## src/rtl/dmem_arbiter.sv

```systemverilog
// rtl/dmem_arbiter.sv - two-port arbiter/sequencer for the single-port data memory (option macro: DMEM_ARB_FIXED_PRIO_EN)
module dmem_arbiter #(
    parameter int DATA_SIZE    = 32,
    parameter int ADDRESS_SIZE = 32
) (
    input  logic                    clk,
    input  logic                    rst,
    input  logic                    req0,
    input  logic                    req1,
    input  logic                    we0,
    input  logic                    we1,
    input  logic [ADDRESS_SIZE-1:0] addr0,
    input  logic [ADDRESS_SIZE-1:0] addr1,
    input  logic [DATA_SIZE-1:0]    wdata0,
    input  logic [DATA_SIZE-1:0]    wdata1,
    input  logic [1:0]              wsize0,
    input  logic [1:0]              wsize1,
    input  logic [2:0]              rsize0,
    input  logic [2:0]              rsize1,
    output logic                    gnt0,
    output logic                    gnt1,
    output logic                    done0,
    output logic                    done1,
    output logic [DATA_SIZE-1:0]    rdata0,
    output logic [DATA_SIZE-1:0]    rdata1,
    output logic                    err,
    output logic                    mem_rw,
    output logic [ADDRESS_SIZE-1:0] mem_addr,
    output logic [DATA_SIZE-1:0]    mem_wdata,
    output logic [1:0]              mem_din,
    output logic [2:0]              mem_dout,
    input  logic [DATA_SIZE-1:0]    mem_rdata
);

    typedef enum logic {
        S_IDLE   = 1'b0,
        S_ACCESS = 1'b1
    } state_t;

    state_t                  state_q, state_d;
    logic                    cmd_we_q, cmd_we_d;
    logic [ADDRESS_SIZE-1:0] cmd_addr_q, cmd_addr_d;
    logic [DATA_SIZE-1:0]    cmd_wdata_q, cmd_wdata_d;
    logic [1:0]              cmd_wsize_q, cmd_wsize_d;
    logic [2:0]              cmd_rsize_q, cmd_rsize_d;
    logic                    cmd_port_q, cmd_port_d;
    logic                    done0_q, done0_d;
    logic                    done1_q, done1_d;
    logic [DATA_SIZE-1:0]    rdata0_q, rdata0_d;
    logic [DATA_SIZE-1:0]    rdata1_q, rdata1_d;
    logic                    err_q, err_d;
`ifndef DMEM_ARB_FIXED_PRIO_EN
    logic                    last_winner_q, last_winner_d;
`endif

    logic                    wsize_bad;
    logic                    rsize_ok;
    logic [DATA_SIZE-1:0]    rd_val;

    // State register plus command, response and status flops; reset aborts any access in flight
    always_ff @(posedge clk) begin
        if (rst) begin
            state_q       <= S_IDLE;
            cmd_we_q      <= 1'b0;
            cmd_addr_q    <= '0;
            cmd_wdata_q   <= '0;
            cmd_wsize_q   <= 2'b00;
            cmd_rsize_q   <= 3'b000;
            cmd_port_q    <= 1'b0;
            done0_q       <= 1'b0;
            done1_q       <= 1'b0;
            rdata0_q      <= '0;
            rdata1_q      <= '0;
            err_q         <= 1'b0;
`ifndef DMEM_ARB_FIXED_PRIO_EN
            last_winner_q <= 1'b1;
`endif
        end else begin
            state_q       <= state_d;
            cmd_we_q      <= cmd_we_d;
            cmd_addr_q    <= cmd_addr_d;
            cmd_wdata_q   <= cmd_wdata_d;
            cmd_wsize_q   <= cmd_wsize_d;
            cmd_rsize_q   <= cmd_rsize_d;
            cmd_port_q    <= cmd_port_d;
            done0_q       <= done0_d;
            done1_q       <= done1_d;
            rdata0_q      <= rdata0_d;
            rdata1_q      <= rdata1_d;
            err_q         <= err_d;
`ifndef DMEM_ARB_FIXED_PRIO_EN
            last_winner_q <= last_winner_d;
`endif
        end
    end

    // Grant selection: only in IDLE and never while reset is asserted
    always_comb begin
        gnt0 = 1'b0;
        gnt1 = 1'b0;
        if (state_q == S_IDLE && !rst) begin
`ifdef DMEM_ARB_FIXED_PRIO_EN
            gnt0 = req0;
            gnt1 = req1 & ~req0;
`else
            if (req0 && req1) begin
                // last_winner=1 means port 1 won last, so port 0 takes this round
                gnt0 = last_winner_q;
                gnt1 = ~last_winner_q;
            end else begin
                gnt0 = req0;
                gnt1 = req1;
            end
`endif
        end
    end

    // Next-state: every grant leads to exactly one ACCESS cycle
    always_comb begin
        state_d = state_q;
        case (state_q)
            S_IDLE:   if (gnt0 || gnt1) state_d = S_ACCESS;
            S_ACCESS: state_d = S_IDLE;
            default:  state_d = S_IDLE;
        endcase
    end

    // Size-code legality of the latched command
    always_comb begin
        wsize_bad = (cmd_wsize_q == 2'b11);
        rsize_ok  = 1'b0;
        case (cmd_rsize_q)
            3'b000, 3'b001, 3'b010, 3'b101, 3'b110: rsize_ok = 1'b1;
            default:                                rsize_ok = 1'b0;
        endcase
        rd_val = rsize_ok ? mem_rdata : '0;
    end

    // Command latch on grant; done, read capture and error tracking on the closing ACCESS edge
    always_comb begin
        cmd_we_d    = cmd_we_q;
        cmd_addr_d  = cmd_addr_q;
        cmd_wdata_d = cmd_wdata_q;
        cmd_wsize_d = cmd_wsize_q;
        cmd_rsize_d = cmd_rsize_q;
        cmd_port_d  = cmd_port_q;
        done0_d     = 1'b0;
        done1_d     = 1'b0;
        rdata0_d    = rdata0_q;
        rdata1_d    = rdata1_q;
        err_d       = err_q;
`ifndef DMEM_ARB_FIXED_PRIO_EN
        last_winner_d = last_winner_q;
`endif
        if (gnt0) begin
            cmd_we_d    = we0;
            cmd_addr_d  = addr0;
            cmd_wdata_d = wdata0;
            cmd_wsize_d = wsize0;
            cmd_rsize_d = rsize0;
            cmd_port_d  = 1'b0;
`ifndef DMEM_ARB_FIXED_PRIO_EN
            last_winner_d = 1'b0;
`endif
        end else if (gnt1) begin
            cmd_we_d    = we1;
            cmd_addr_d  = addr1;
            cmd_wdata_d = wdata1;
            cmd_wsize_d = wsize1;
            cmd_rsize_d = rsize1;
            cmd_port_d  = 1'b1;
`ifndef DMEM_ARB_FIXED_PRIO_EN
            last_winner_d = 1'b1;
`endif
        end
        if (state_q == S_ACCESS) begin
            if (cmd_port_q) done1_d = 1'b1;
            else            done0_d = 1'b1;
            // Only the size code relevant to the access direction is judged
            if (cmd_we_q) begin
                if (wsize_bad) err_d = 1'b1;
            end else begin
                if (!rsize_ok) err_d = 1'b1;
                if (cmd_port_q) rdata1_d = rd_val;
                else            rdata0_d = rd_val;
            end
        end
    end

    // Memory-side outputs: command registers during ACCESS, quiet zeros otherwise
    always_comb begin
        mem_rw    = 1'b0;
        mem_addr  = '0;
        mem_wdata = '0;
        mem_din   = 2'b00;
        mem_dout  = 3'b000;
        if (state_q == S_ACCESS) begin
            mem_rw    = cmd_we_q & ~wsize_bad & ~rst;
            mem_addr  = cmd_addr_q;
            mem_wdata = cmd_wdata_q;
            mem_din   = cmd_wsize_q;
            mem_dout  = cmd_rsize_q;
        end
    end

    assign done0  = done0_q;
    assign done1  = done1_q;
    assign rdata0 = rdata0_q;
    assign rdata1 = rdata1_q;
    assign err    = err_q;

endmodule

```

## config.mk

```make
export PLATFORM = sky130hd
export DESIGN_NAME = dmem_arbiter
export DESIGN_NICKNAME = d
export VERILOG_FILES = /design/src/rtl/dmem_arbiter.sv
export SDC_FILE = /design/constraint.sdc
export NUM_CORES = 1
export LEC_CHECK = 0
export CORE_UTILIZATION = 46
export CTS_BUF_LIST = sky130_fd_sc_hd__clkbuf_4 sky130_fd_sc_hd__clkbuf_8 sky130_fd_sc_hd__clkbuf_16
export DETAILED_ROUTE_END_ITERATION = 10
export PLACE_DENSITY = 0.86
export RECOVER_POWER = 100
export SYNTH_ARGS = -nofsm -noshare
export SYNTH_HDL_FRONTEND = slang
export SYNTH_SLANG_ARGS = --single-unit
```

## constraint.sdc

```tcl
create_clock -name clk -period 4.4 [get_ports clk]
set_input_delay 0.66 -clock clk [delete_from_list [all_inputs] [get_ports clk]]
set_output_delay 0.66 -clock clk [all_outputs]
set_load 0.005 [all_outputs]
```

==> out/results.tsv <==
stage	metric	value	unit
outcome	outcome	finished with violations	
outcome	failing checks	max-capacitance violations, max-slew violations	
floorplanning	I/O pin count	315	
clock_tree	CTS tree	yes	
final_layout	commonest non-fill, non-tap cell in the layout	clkdlybuf4s50_1	
detailed_routing	DR vias	7841	
yosys	area leader, netlist	dfxtp_1	
critical_path	critical path class	flip-flop to primary output	
floorplanning	die height	128	um
grt	largest net degree at the start of global routing	141	
timing	min Tclk post-route	3.69	ns
yosys	mapped cell area	0.00730	sq mm
timing	total negative slack	0	ns
clock_tree	Post-CTS Hold Buffers	0	
yosys	ys flop type	dfxtp_1	
clock_tree	CTS root buffer	clkbuf_16	
grt	initial antenna violation count	1	
critical_path	worst flop-to-flop path endpoint	rdata1[4]$_SDFFE_PP0P_	
placement	GPL Wtd Cong	0.802	
timing	final worst-path cycle share	0.839	
detailed_routing	drt via density	6.11	
grt	first-pass GRT wire length	38.1	mm
critical_path	Crit. End Element	primary output	
detailed_routing	initial drt markers	740	
clock_tree	# clock sinks	140	
run	Max-Cap Viols	2	
clock_tree	clock tree buffer depth	2	
yosys	number of synthesized register bits	140	
critical_path	critical path, cell by cell	buf_4 -> and2_1 -> clkdlybuf4s50_1	
placement	DP Cell Count	1250	
critical_path	Top delay family on crit path	flip-flops	
power	Leak Pwr	3.71	nW
final_layout	FILL cells	1177	
yosys	FFs w/ async S/R, synth	0	
power	Power Density	332	mW/mm^2
critical_path	WP data required	3.74	ns
timing	Worst Slack Setup Final	0.707	ns
timing	unrepaired setup endpoints after global routing	false	
clock_tree	PostCTS Resize Cnt	0	
clock_tree	Num CTS Buffers	17	
critical_path	CP max FO	49	
min_path	path type of the worst min-delay path	flip-flop to flip-flop	
placement	Buffers on Ports	314	
min_path	HP Start	rdata1[17]$_SDFFE_PP0P_	
timing	Fin. Hold Viols	0	
clock_tree	depth of the CTS H-tree	4	
detailed_routing	Post-DRT Antenna Nets	0	
yosys	Net Count, Synth	1010	
floorplanning	num rows	45	
yosys	Seq/Total Area, Yosys	0.384	
power	maximum vdd drop	0.000259	V
yosys	post-synth top area share	0.384	
critical_path	Worst R2R Path Depth	4	
grt	gr ovfl total	0	
critical_path	Critical Path Source Type	flip-flop	
yosys	Area contributors post-synth	dfxtp_1 (38%), nor4b_2 (10%), a21oi_1 (9.3%)	
placement	HPWL after detailed placement	15.2	mm
detailed_routing	wire length per cell	19.3	um
clock_tree	worst skew pair latency	0.42	ns
critical_path	CP arrival	3.03	ns
yosys	synth unique cells	29	
final_layout	highest-count cells in the layout ignoring fill and taps	clkdlybuf4s50_1 (235), dfxtp_1 (139), a21oi_1 (136), dlygate4sd3_1 (77), nor4_1 (70)	
yosys	Syn. warnings	0	
clock_tree	CTS clk-pin slew, worst paths	0.06	ns
critical_path	R2R Setup Slk	1.14	ns
floorplanning	Core Region	0.0154	sq mm
final_layout	layout cells sized above 1	0.0980	
timing	skew final	0.00859	ns
detailed_routing	Routed WL	24.8	mm
grt	total track usage	0.295	
critical_path	r2r startpoint	state_q$_SDFF_PN0_	
min_path	hold depth	2	
critical_path	CP bufs+invs	2	
timing	Slew headroom	-0.0913	
detailed_routing	Initial DRT Pass Iterations	4	
timing	Slew Limit Fails	123	
detailed_routing	Remaining DRCs	0	
grt	vias in the first global route	7238	
final_layout	Nets	1234	
placement	pre-CTS setup slack	1.51	ns
yosys	Syn Area/Cell	8.75	sq um
min_path	Hold Crit Endpoint	rdata1[17]$_SDFFE_PP0P_	
clock_tree	post-CTS setup repair buffer count	0	
floorplanning	die area	0.0164	sq mm
yosys	Post-synth EDFFs	0	
floorplanning	Initial Util	0.475	
floorplanning	die width	128	um
timing	Final Setup Violations	0	
final_layout	final cell count without fillers	1283	
power	Total Power	3.62	mW
timing	fmax	271	MHz
timing	slew at the pin with the worst max-slew slack	1.63	ns
critical_path	Crit path largest cell delay	1.41	ns
yosys	Post-Synthesis Cells	834	
final_layout	area grow syn2layout	49.6	%
critical_path	CP max stage cell	dfxtp_1	
worst max-delay path by stage:
stage,start,endpoint,slack [ns],depth (start not counted)
final,state_q$_SDFF_PN0_,mem_wdata[23],0.71,3
after detailed placement,req1,cmd_addr_q[0]$_SDFFE_PP0P_,1.51,5
after global routing,state_q$_SDFF_PN0_,mem_addr[6],0.59,3
after global placement,req1,cmd_addr_q[9]$_SDFFE_PP0P_,1.57,5
after CTS,last_winner_q$_SDFFE_PP1P_,gnt1,1.29,4
after floorplan,rst,gnt0,2.14,6
cell type report:
| cell class | instances | area [sq um] | share of cell area |
|---|---|---|---|
| diodes | 1 | 2.50 | 0.000229 |
| clock buffers | 18 | 439 | 0.0402 |
| clock inverters | 14 | 210 | 0.0193 |
| inverters | 4 | 15.0 | 0.00138 |
| multi-input cells | 569 | 3950 | 0.362 |
| flip-flops and latches | 140 | 2800 | 0.257 |
| well taps | 211 | 264 | 0.0242 |
| repair buffers | 326 | 3230 | 0.296 |
worst register-to-register path, cell delays in order (launching register included):
cell and delay [ns]:
dfxtp_1 1.41, and3b_1 0.31, clkbuf_1 1.06, nand4_1 0.23
a21oi_1 0.17
routing by layer:
| layer | GRT usage | share of wire | wire (um) | vias to the layer above |
|---|---|---|---|---|
| li1 | - | - | - | 3659 |
| met1 | 0.360 | 0.40 | 9820 | 3685 |
| met2 | 0.486 | 0.48 | 11900 | 437 |
| met3 | 0.0739 | 0.087 | 2160 | 60 |
| met4 | 0.138 | 0.037 | 926 | 0 |
| met5 | 0 | 0 | 0 | - |
power by group:
group / leakage, nW / total, mW / switching [mW] / internal [mW]
clock: 0.311 / 1.58 / 0.598 / 0.979
sequential: 1.15 / 1.41 / 0.0583 / 1.35
combinational: 2.25 / 0.641 / 0.314 / 0.327
cells in the mapped netlist, drive strengths merged (2+ instances only):
cell / instances
a221o: 2
nor4b: 70
and2: 70
nand2: 69
a21oi: 136
or2: 2
nand4: 64
clkbuf: 91
inv: 4
nor3b: 2
nor4: 70
buf: 30
dfxtp: 140
nor2: 5
or3b: 2
a2111oi: 70
sequential cells by signal (all words and copies together), names as in the netlist:
register	flops
cmd_wdata_q	32
cmd_rsize_q	3
cmd_port_q	1
rdata0	32
last_winner_q	1
done0	1
cmd_we_q	1
state_q	1
done1	1
cmd_wsize_q	2
cmd_addr_q	32
rdata1	32
err	1
logic make-up after synthesis:
group                  count (synthesis)  share of synthesized area
AO/OA/AOI/OAI                        209                      0.184
AND/OR/NAND/NOR                      360                      0.354
buffers and inverters                125                     0.0780
flip-flops                           140                      0.384
stage by stage:
step | hold slack (ns) | utilization | area [sq um]
2_1_floorplan | 0.442 | - | 7300
3_3_place_gp | 0.441 | 0.669 | 10300
3_5_place_dp | 0.445 | 0.669 | 10300
4_1_cts | 0.454 | 0.711 | 10900
5_1_grt | 0.469 | 0.710 | 10900
6_report | 0.449 | 0.710 | 10900
No activity file was read; power rests on OpenSTA's default activity.
